[src/rtl/angle_pkg.sv]
// Shared types and constants for the best-angle tracker.
//   state_t         : tracker FSM states
//   NO_MATCH_ANGLE  : buffer value meaning "no candidate qualified" (all ones)
//   RDY_CYCLES      : result strobe length the SRAM controller expects
//   *_DEF           : default datapath widths
package angle_pkg;

  localparam int unsigned ANGLE_W_DEF   = 12;
  localparam int unsigned SCORE_W_DEF   = 16;
  localparam int unsigned TAU_W         = 8;
  localparam int unsigned TAU_SHIFT_DEF = 8;
  localparam int unsigned MATCH_CNT_W   = 16;
  localparam int unsigned RDY_CYCLES    = 2;
  localparam int unsigned ANGLE_PAIR_W  = 2 * ANGLE_W_DEF;

  localparam logic [ANGLE_PAIR_W-1:0] NO_MATCH_ANGLE = '1;

  typedef enum logic [1:0] {
    ST_IDLE   = 2'd0,
    ST_SCAN   = 2'd1,
    ST_REPORT = 2'd2,
    ST_DONE   = 2'd3
  } state_t;

  typedef struct packed {
    logic [ANGLE_W_DEF-1:0] theta;
    logic [ANGLE_W_DEF-1:0] phi;
  } angle_pair_t;

  // Saturating increment for the match counter.
  function automatic logic [MATCH_CNT_W-1:0] sat_inc(input logic [MATCH_CNT_W-1:0] v);
    return (v == '1) ? v : v + MATCH_CNT_W'(1);
  endfunction

endpackage

[src/rtl/best_angle_tracker_score_cmp.sv]
// score_cmp: combinational candidate decision.
//   i_score       candidate score (unsigned)
//   i_best_score  current best score
//   i_thresh      qualification threshold
//   i_has_best    a best candidate already exists in this pass
//   o_qualify_c   candidate clears the threshold
//   o_replace_c   candidate becomes the new best (strictly better, ties keep earlier)
module score_cmp #(
  parameter int unsigned SCORE_W = angle_pkg::SCORE_W_DEF
) (
  input  logic [SCORE_W-1:0] i_score,
  input  logic [SCORE_W-1:0] i_best_score,
  input  logic [SCORE_W-1:0] i_thresh,
  input  logic               i_has_best,
  output logic               o_qualify_c,
  output logic               o_replace_c
);

  assign o_qualify_c = (i_score >= i_thresh);
  assign o_replace_c = o_qualify_c && (!i_has_best || (i_score > i_best_score));

endmodule

[src/rtl/best_angle_tracker.sv]
// best_angle_tracker: keeps the best above-threshold candidate angle of a
// matching pass and strobes it to the SRAM controller at end of pass.
//   clk, rst                  clock, asynchronous active-low reset
//   i_start, i_tau            begin pass, threshold (tau << TAU_SHIFT)
//   i_cand_*                  candidate stream (valid, theta, phi, score, last)
//   o_best_angle_rdy          result strobe, RDY_CYCLES cycles long
//   o_candidate_angle_buffer  {theta, phi} of the winner (all ones if none)
//   o_no_match                no candidate qualified in the pass
//   o_match_cnt               qualifying candidate count
// Optional feature macro: BEST_ANGLE_MATCH_CNT_EN builds the match counter;
// without it o_match_cnt is tied to zero.
module best_angle_tracker
  import angle_pkg::*;
#(
  parameter int unsigned ANGLE_W   = ANGLE_W_DEF,
  parameter int unsigned SCORE_W   = SCORE_W_DEF,
  parameter int unsigned TAU_SHIFT = TAU_SHIFT_DEF
) (
  input  logic                   clk,
  input  logic                   rst,
  input  logic                   i_start,
  input  logic [TAU_W-1:0]       i_tau,
  input  logic                   i_cand_valid,
  input  logic [ANGLE_W-1:0]     i_cand_theta,
  input  logic [ANGLE_W-1:0]     i_cand_phi,
  input  logic [SCORE_W-1:0]     i_cand_score,
  input  logic                   i_cand_last,
  output logic                   o_best_angle_rdy,
  output logic [2*ANGLE_W-1:0]   o_candidate_angle_buffer,
  output logic                   o_no_match,
  output logic [MATCH_CNT_W-1:0] o_match_cnt
);

  localparam int unsigned BUF_W     = 2 * ANGLE_W;
  localparam int unsigned TH_W      = TAU_W + TAU_SHIFT;
  localparam int unsigned RDY_CNT_W = (RDY_CYCLES > 1) ? $clog2(RDY_CYCLES) : 1;
  localparam logic [BUF_W-1:0]     NO_MATCH_BUF = {BUF_W{NO_MATCH_ANGLE[0]}};
  localparam logic [RDY_CNT_W-1:0] RDY_LAST     = RDY_CNT_W'(RDY_CYCLES - 1);

  state_t                 r_state, w_state_nxt;
  logic [RDY_CNT_W-1:0]   r_rdy_cnt, w_rdy_cnt_nxt;
  logic                   r_rdy, w_rdy_nxt;
  logic [BUF_W-1:0]       r_best_angle, w_best_angle_nxt;
  logic [SCORE_W-1:0]     r_best_score, w_best_score_nxt;
  logic [SCORE_W-1:0]     r_thresh, w_thresh_nxt;
  logic                   r_no_match, w_no_match_nxt;

  logic [TH_W-1:0]        w_tau_shifted;
  logic [SCORE_W-1:0]     w_thresh;
  logic                   w_start_acc;
  logic                   w_cand;
  logic                   w_qualify;
  logic                   w_replace;

  // Threshold from the raw tau; saturates if the shift overflows SCORE_W.
  assign w_tau_shifted = TH_W'(i_tau) << TAU_SHIFT;

  generate
    if (TH_W > SCORE_W) begin : g_th_sat
      assign w_thresh = (|w_tau_shifted[TH_W-1:SCORE_W]) ? '1 : w_tau_shifted[SCORE_W-1:0];
    end else begin : g_th_ext
      assign w_thresh = SCORE_W'(w_tau_shifted);
    end
  endgenerate

  // start is ignored while the strobe is running; it preempts any candidate.
  assign w_start_acc = i_start && (r_state != ST_REPORT);
  assign w_cand      = (r_state == ST_SCAN) && i_cand_valid && !i_start;

  // Best exists exactly when no_match has been cleared in this pass.
  score_cmp #(
    .SCORE_W (SCORE_W)
  ) u_score_cmp (
    .i_score      (i_cand_score),
    .i_best_score (r_best_score),
    .i_thresh     (r_thresh),
    .i_has_best   (!r_no_match),
    .o_qualify_c  (w_qualify),
    .o_replace_c  (w_replace)
  );

  // State register.
  always_ff @(posedge clk or negedge rst) begin
    if (!rst) begin
      r_state <= ST_IDLE;
    end else begin
      r_state <= w_state_nxt;
    end
  end

  // Next-state logic.
  always_comb begin
    w_state_nxt = r_state;
    case (r_state)
      ST_IDLE, ST_DONE: begin
        if (i_start) w_state_nxt = ST_SCAN;
      end
      ST_SCAN: begin
        if (i_start)                          w_state_nxt = ST_SCAN;
        else if (i_cand_valid && i_cand_last) w_state_nxt = ST_REPORT;
      end
      ST_REPORT: begin
        if (r_rdy_cnt == RDY_LAST) w_state_nxt = ST_DONE;
      end
      default: w_state_nxt = ST_IDLE;
    endcase
  end

  // Output / datapath next values.
  always_comb begin
    w_rdy_nxt        = 1'b0;
    w_rdy_cnt_nxt    = '0;
    w_best_angle_nxt = r_best_angle;
    w_best_score_nxt = r_best_score;
    w_thresh_nxt     = r_thresh;
    w_no_match_nxt   = r_no_match;

    if (w_start_acc) begin
      w_thresh_nxt     = w_thresh;
      w_best_score_nxt = '0;
      w_best_angle_nxt = NO_MATCH_BUF;
      w_no_match_nxt   = 1'b1;
    end else if (w_cand && w_replace) begin
      w_best_score_nxt = i_cand_score;
      w_best_angle_nxt = {i_cand_theta, i_cand_phi};
      w_no_match_nxt   = 1'b0;
    end

    // Strobe rises with the last candidate so it is high the cycle after.
    if (w_cand && i_cand_last) begin
      w_rdy_nxt = 1'b1;
    end

    if (r_state == ST_REPORT && r_rdy_cnt != RDY_LAST) begin
      w_rdy_nxt     = 1'b1;
      w_rdy_cnt_nxt = r_rdy_cnt + RDY_CNT_W'(1);
    end
  end

  // Datapath and output registers.
  always_ff @(posedge clk or negedge rst) begin
    if (!rst) begin
      r_rdy_cnt    <= '0;
      r_rdy        <= 1'b0;
      r_best_angle <= NO_MATCH_BUF;
      r_best_score <= '0;
      r_thresh     <= '0;
      r_no_match   <= 1'b1;
    end else begin
      r_rdy_cnt    <= w_rdy_cnt_nxt;
      r_rdy        <= w_rdy_nxt;
      r_best_angle <= w_best_angle_nxt;
      r_best_score <= w_best_score_nxt;
      r_thresh     <= w_thresh_nxt;
      r_no_match   <= w_no_match_nxt;
    end
  end

`ifdef BEST_ANGLE_MATCH_CNT_EN
  logic [MATCH_CNT_W-1:0] r_match_cnt;

  // Saturating count of qualifying candidates in the current pass.
  always_ff @(posedge clk or negedge rst) begin
    if (!rst) begin
      r_match_cnt <= '0;
    end else if (w_start_acc) begin
      r_match_cnt <= '0;
    end else if (w_cand && w_qualify) begin
      r_match_cnt <= sat_inc(r_match_cnt);
    end
  end

  assign o_match_cnt = r_match_cnt;
`else
  logic w_unused_qualify;
  assign w_unused_qualify = w_qualify;
  assign o_match_cnt      = '0;
`endif

  assign o_best_angle_rdy         = r_rdy;
  assign o_candidate_angle_buffer = r_best_angle;
  assign o_no_match               = r_no_match;

endmodule

[config.mk]
export PLATFORM = sky130hd
export DESIGN_NAME = best_angle_tracker
export DESIGN_NICKNAME = d
export VERILOG_FILES = /design/src/rtl/angle_pkg.sv /design/src/rtl/best_angle_tracker_score_cmp.sv /design/src/rtl/best_angle_tracker.sv
export SDC_FILE = /design/constraint.sdc
export NUM_CORES = 1
export LEC_CHECK = 0
export CAP_MARGIN = 15
export CORE_MARGIN = 2
export CORE_UTILIZATION = 37
export DETAILED_ROUTE_END_ITERATION = 12
export GPL_TIMING_DRIVEN = 0
export PLACE_DENSITY = 0.68
export SYNTH_ARGS = -nofsm -noshare
export SYNTH_HDL_FRONTEND = slang
export SYNTH_SLANG_ARGS = --single-unit
[constraint.sdc]
create_clock -name clk -period 3.55 [get_ports clk]
set_input_delay 0.355 -clock clk [delete_from_list [all_inputs] [get_ports clk]]
set_output_delay 0.355 -clock clk [all_outputs]
set_load 0.005 [all_outputs]
==> flow_summary.toml <==
[outcome]
status = "finished, final reports clean"

[die]
start_util_pct = 38.6
core_region_area_um2 = 8300
dieArea_um2 = 9410
rows = 33
io_pins = 95
dieHeight_um = 97.0
die_w_um = 97.0

[routing]
wire_per_inst_um = 13.2
drc = 0
drt_iter0_drc = 86
first_pass_iters = 4
vias = 2304
wl_um = 6610
routed_via_density = 4.59
drtAntennaViolNets = 0

[sta]
tns_ns = 0
rsz0062_at_grt = "false"
fin_crit_sh_pct = 77.0
slew_violations = 0
period_needed_ns = 2.73
max_freq_mhz = 366
finalSetupViolCount = 0
final_hold_viol_count = 0
fin_skew_ns = 0.0138
max_slew_margin_pct = 60.0
worst_slew_pin_slew_ns = 0.600

[setup_path]
max_stage_delay_ns = 0.56
rr_worst_depth = 9
start_kind = "input port"
crit_chain = "clkdlybuf4s50_1, ha_1, nand4_1, or4_1, or3_1, o311a_1, buf_6, buf_12, mux2_4"
critical_path_class = "input port to register"
cp.arrival_ns = 2.97
critPathSlowestCell = "or4_1"
worstReg2RegStart = "r_best_score[14]"
crit_fanout = 10
endpoint_kind = "register"
critPathLaunch = "i_cand_score[15]"
r2r_end = "o_candidate_angle_buffer[7]"
r2r_slack_ns = 0.97
worstSetupEndpoint = "o_candidate_angle_buffer[7]"
worstPathRequired_ns = 3.79

[pwr]
power.density_nw_per_um2 = 410
seqPwrFrac_pct = 44.4
total_power_w = 0.00175
p_int_w = 0.00123
clockPowerShare_pct = 20.1
leakage_nw = 1.92
ir_drop_mv = 0.192
p_sw_w = 0.000528
p_comb_share_pct = 35.5
swShare_pct = 30.1

[synthesis]
synth_top_family_by_area = "multiplexers"
ys_types = 31
synth.area.top_cells = "dfrtp_1 22%, dfstp_2 21%, mux2_4 11%, ha_1 10%, nand2b_1 5.3%"
synthXorXnorAreaFrac_pct = 0
synth-simple-area-share_pct = 11.5
ys_seq_area_share_pct = 42.4
synthAdderAreaFrac_pct = 10.2
synthMuxAreaShare_pct = 19.1
synth_cells = 294
synth_compound_area_share_pct = 4.93
netlist.area_leader.share_pct = 21.9
syn_area_per_cell_um2 = 10.9
synth_seq_cells = 53
synth_warnings = 0
synth_area_um2 = 3200
yosysTopAreaCell = "dfrtp_1"

[run]
maxCapViolations = 0

[clocking]
postCtsSetupBuffers = 0
post_cts_resized = 0
cts_tree = "done"
root_buffer = "clkbuf_8"
cts-htree-levels = 2
path_clk_slew_ns = 0.11
clk_latency_ns = 0.32
cts_inserted_buffers = 5
cts_sinks = 53
clk_path_buf_depth = 2

[final_layout]
layout_common_cells = "77 x clkdlybuf4s50_1, 44 x inv_1, 28 x dfrtp_1"
stdcell_area_um2 = 4280
antennaDiodeCount = 0
layout-drive-gt1-share_pct = 22.7
mostFrequentLayoutCell = "clkdlybuf4s50_1"
area_growth_pct = 33.9
nets = 475

[place]
post_dp_cell_area_um2 = 4180
globalplace.congestion = 0.834
port_buffers = 78
dp_hpwl_um = 5010

[global_routing]
grt_pass1_vias = 2348
overflow = 0
grt_pass1_wl_um = 11200
grt_max_degree = 37
antenna_found_initial = 0
globalRouteTotalUtil_pct = 14.3

[min_path]
hold_class = "input port to async pin"
registers in the layout, indices dropped and copies added (netlist names):
signal	cells
o_no_match	1
r_best_score	16
r_thresh	8
r_rdy_cnt	1
r_state	2
o_candidate_angle_buffer	24
o_best_angle_rdy	1
power by group through the flow:
stage	Combinational, W	Clock (W)	Sequential, W
after floorplan	0.000379	0	0.000784
after global placement	0.000604	0	0.000786
after detailed placement	0.000629	0	0.000790
after CTS	0.000634	0.000376	0.000779
after global routing	0.000697	0.000397	0.000791
final	0.000624	0.000352	0.000779
routing by layer:
metal	up-vias	track usage, %	routed length, um
met5	-	0	0
met4	0	3.03	55
met3	7	3.03	319
met2	73	24.0	3130
met1	1092	19.1	3100
li1	1132	-	-
worst min-delay path by stage:
stage,to,cells past startpoint
6_report,r_state[0],2
5_1_grt,r_state[0],2
4_1_cts,r_state[0],2
3_5_place_dp,r_state[0],1
3_3_place_gp,r_thresh[13],1
2_1_floorplan,o_best_angle_rdy,0
Yosys cell counts (all sizes together):
cell / number
mux2: 32
nor2: 6
a21oi: 12
nor2b: 2
o21a: 1
mux2i: 16
or3: 1
dfstp: 25
o221a: 1
or4: 1
o311a: 1
inv: 44
a211oi: 2
nand2: 26
clkbuf: 5
o21ai: 6
nor4b: 2
buf: 21
dfrtp: 28
conb: 1
nor4bb: 1
a21o: 1
a31o: 1
nand4: 4
o211ai: 1
nand2b: 27
ha: 26
critical path: cells and delay by family:
kind | cells | cell delay [ns]
adder cells (fa/ha/maj) | 1 | 0.35
AND/OR/NAND/NOR | 3 | 1.05
multiplexers | 1 | 0.30
buffers and inverters | 3 | 0.78
AO/OA/AOI/OAI | 1 | 0.14
through the flow:
| step | instances | utilization (%) | hold slack (ns) | setup slack, ns |
|---|---|---|---|---|
| final | 502 | 51.6 | 0.505 | 0.815 |
| after floorplan | 309 | - | 0.0594 | 1.15 |
| after global placement | 492 | 50.2 | 0.491 | 0.452 |
| after CTS | 502 | 51.6 | 0.507 | 0.822 |
| after detailed placement | 493 | 50.4 | 0.326 | 0.500 |
| after global routing | 502 | 51.6 | 0.539 | 0.737 |
cell type report:
class | instances | area [um2]
Tap cell | 105 | 131
Clock buffer | 5 | 68.8
Fill cell | 764 | 4020
Sequential cell | 53 | 1360
Timing Repair Buffer | 80 | 806
Multi-Input combinational cell | 186 | 1520
Buffer | 26 | 213
Inverter | 44 | 165
Clock inverter | 3 | 21.3
logic make-up after synthesis:
kind of cell | Yosys count
buffers and inverters | 70
and+or+nand+nor | 70
DFF | 53
muxes | 48
AOI/OAI and AO/OA | 26
adders and majority gates | 26
other | 1
timing repair:
item,CTS,global route
hold buffers,1,0
setup endpoints to repair,0,0
endpoints found under the hold margin,4,0
Note: power is estimated with default switching activity, not from simulation.
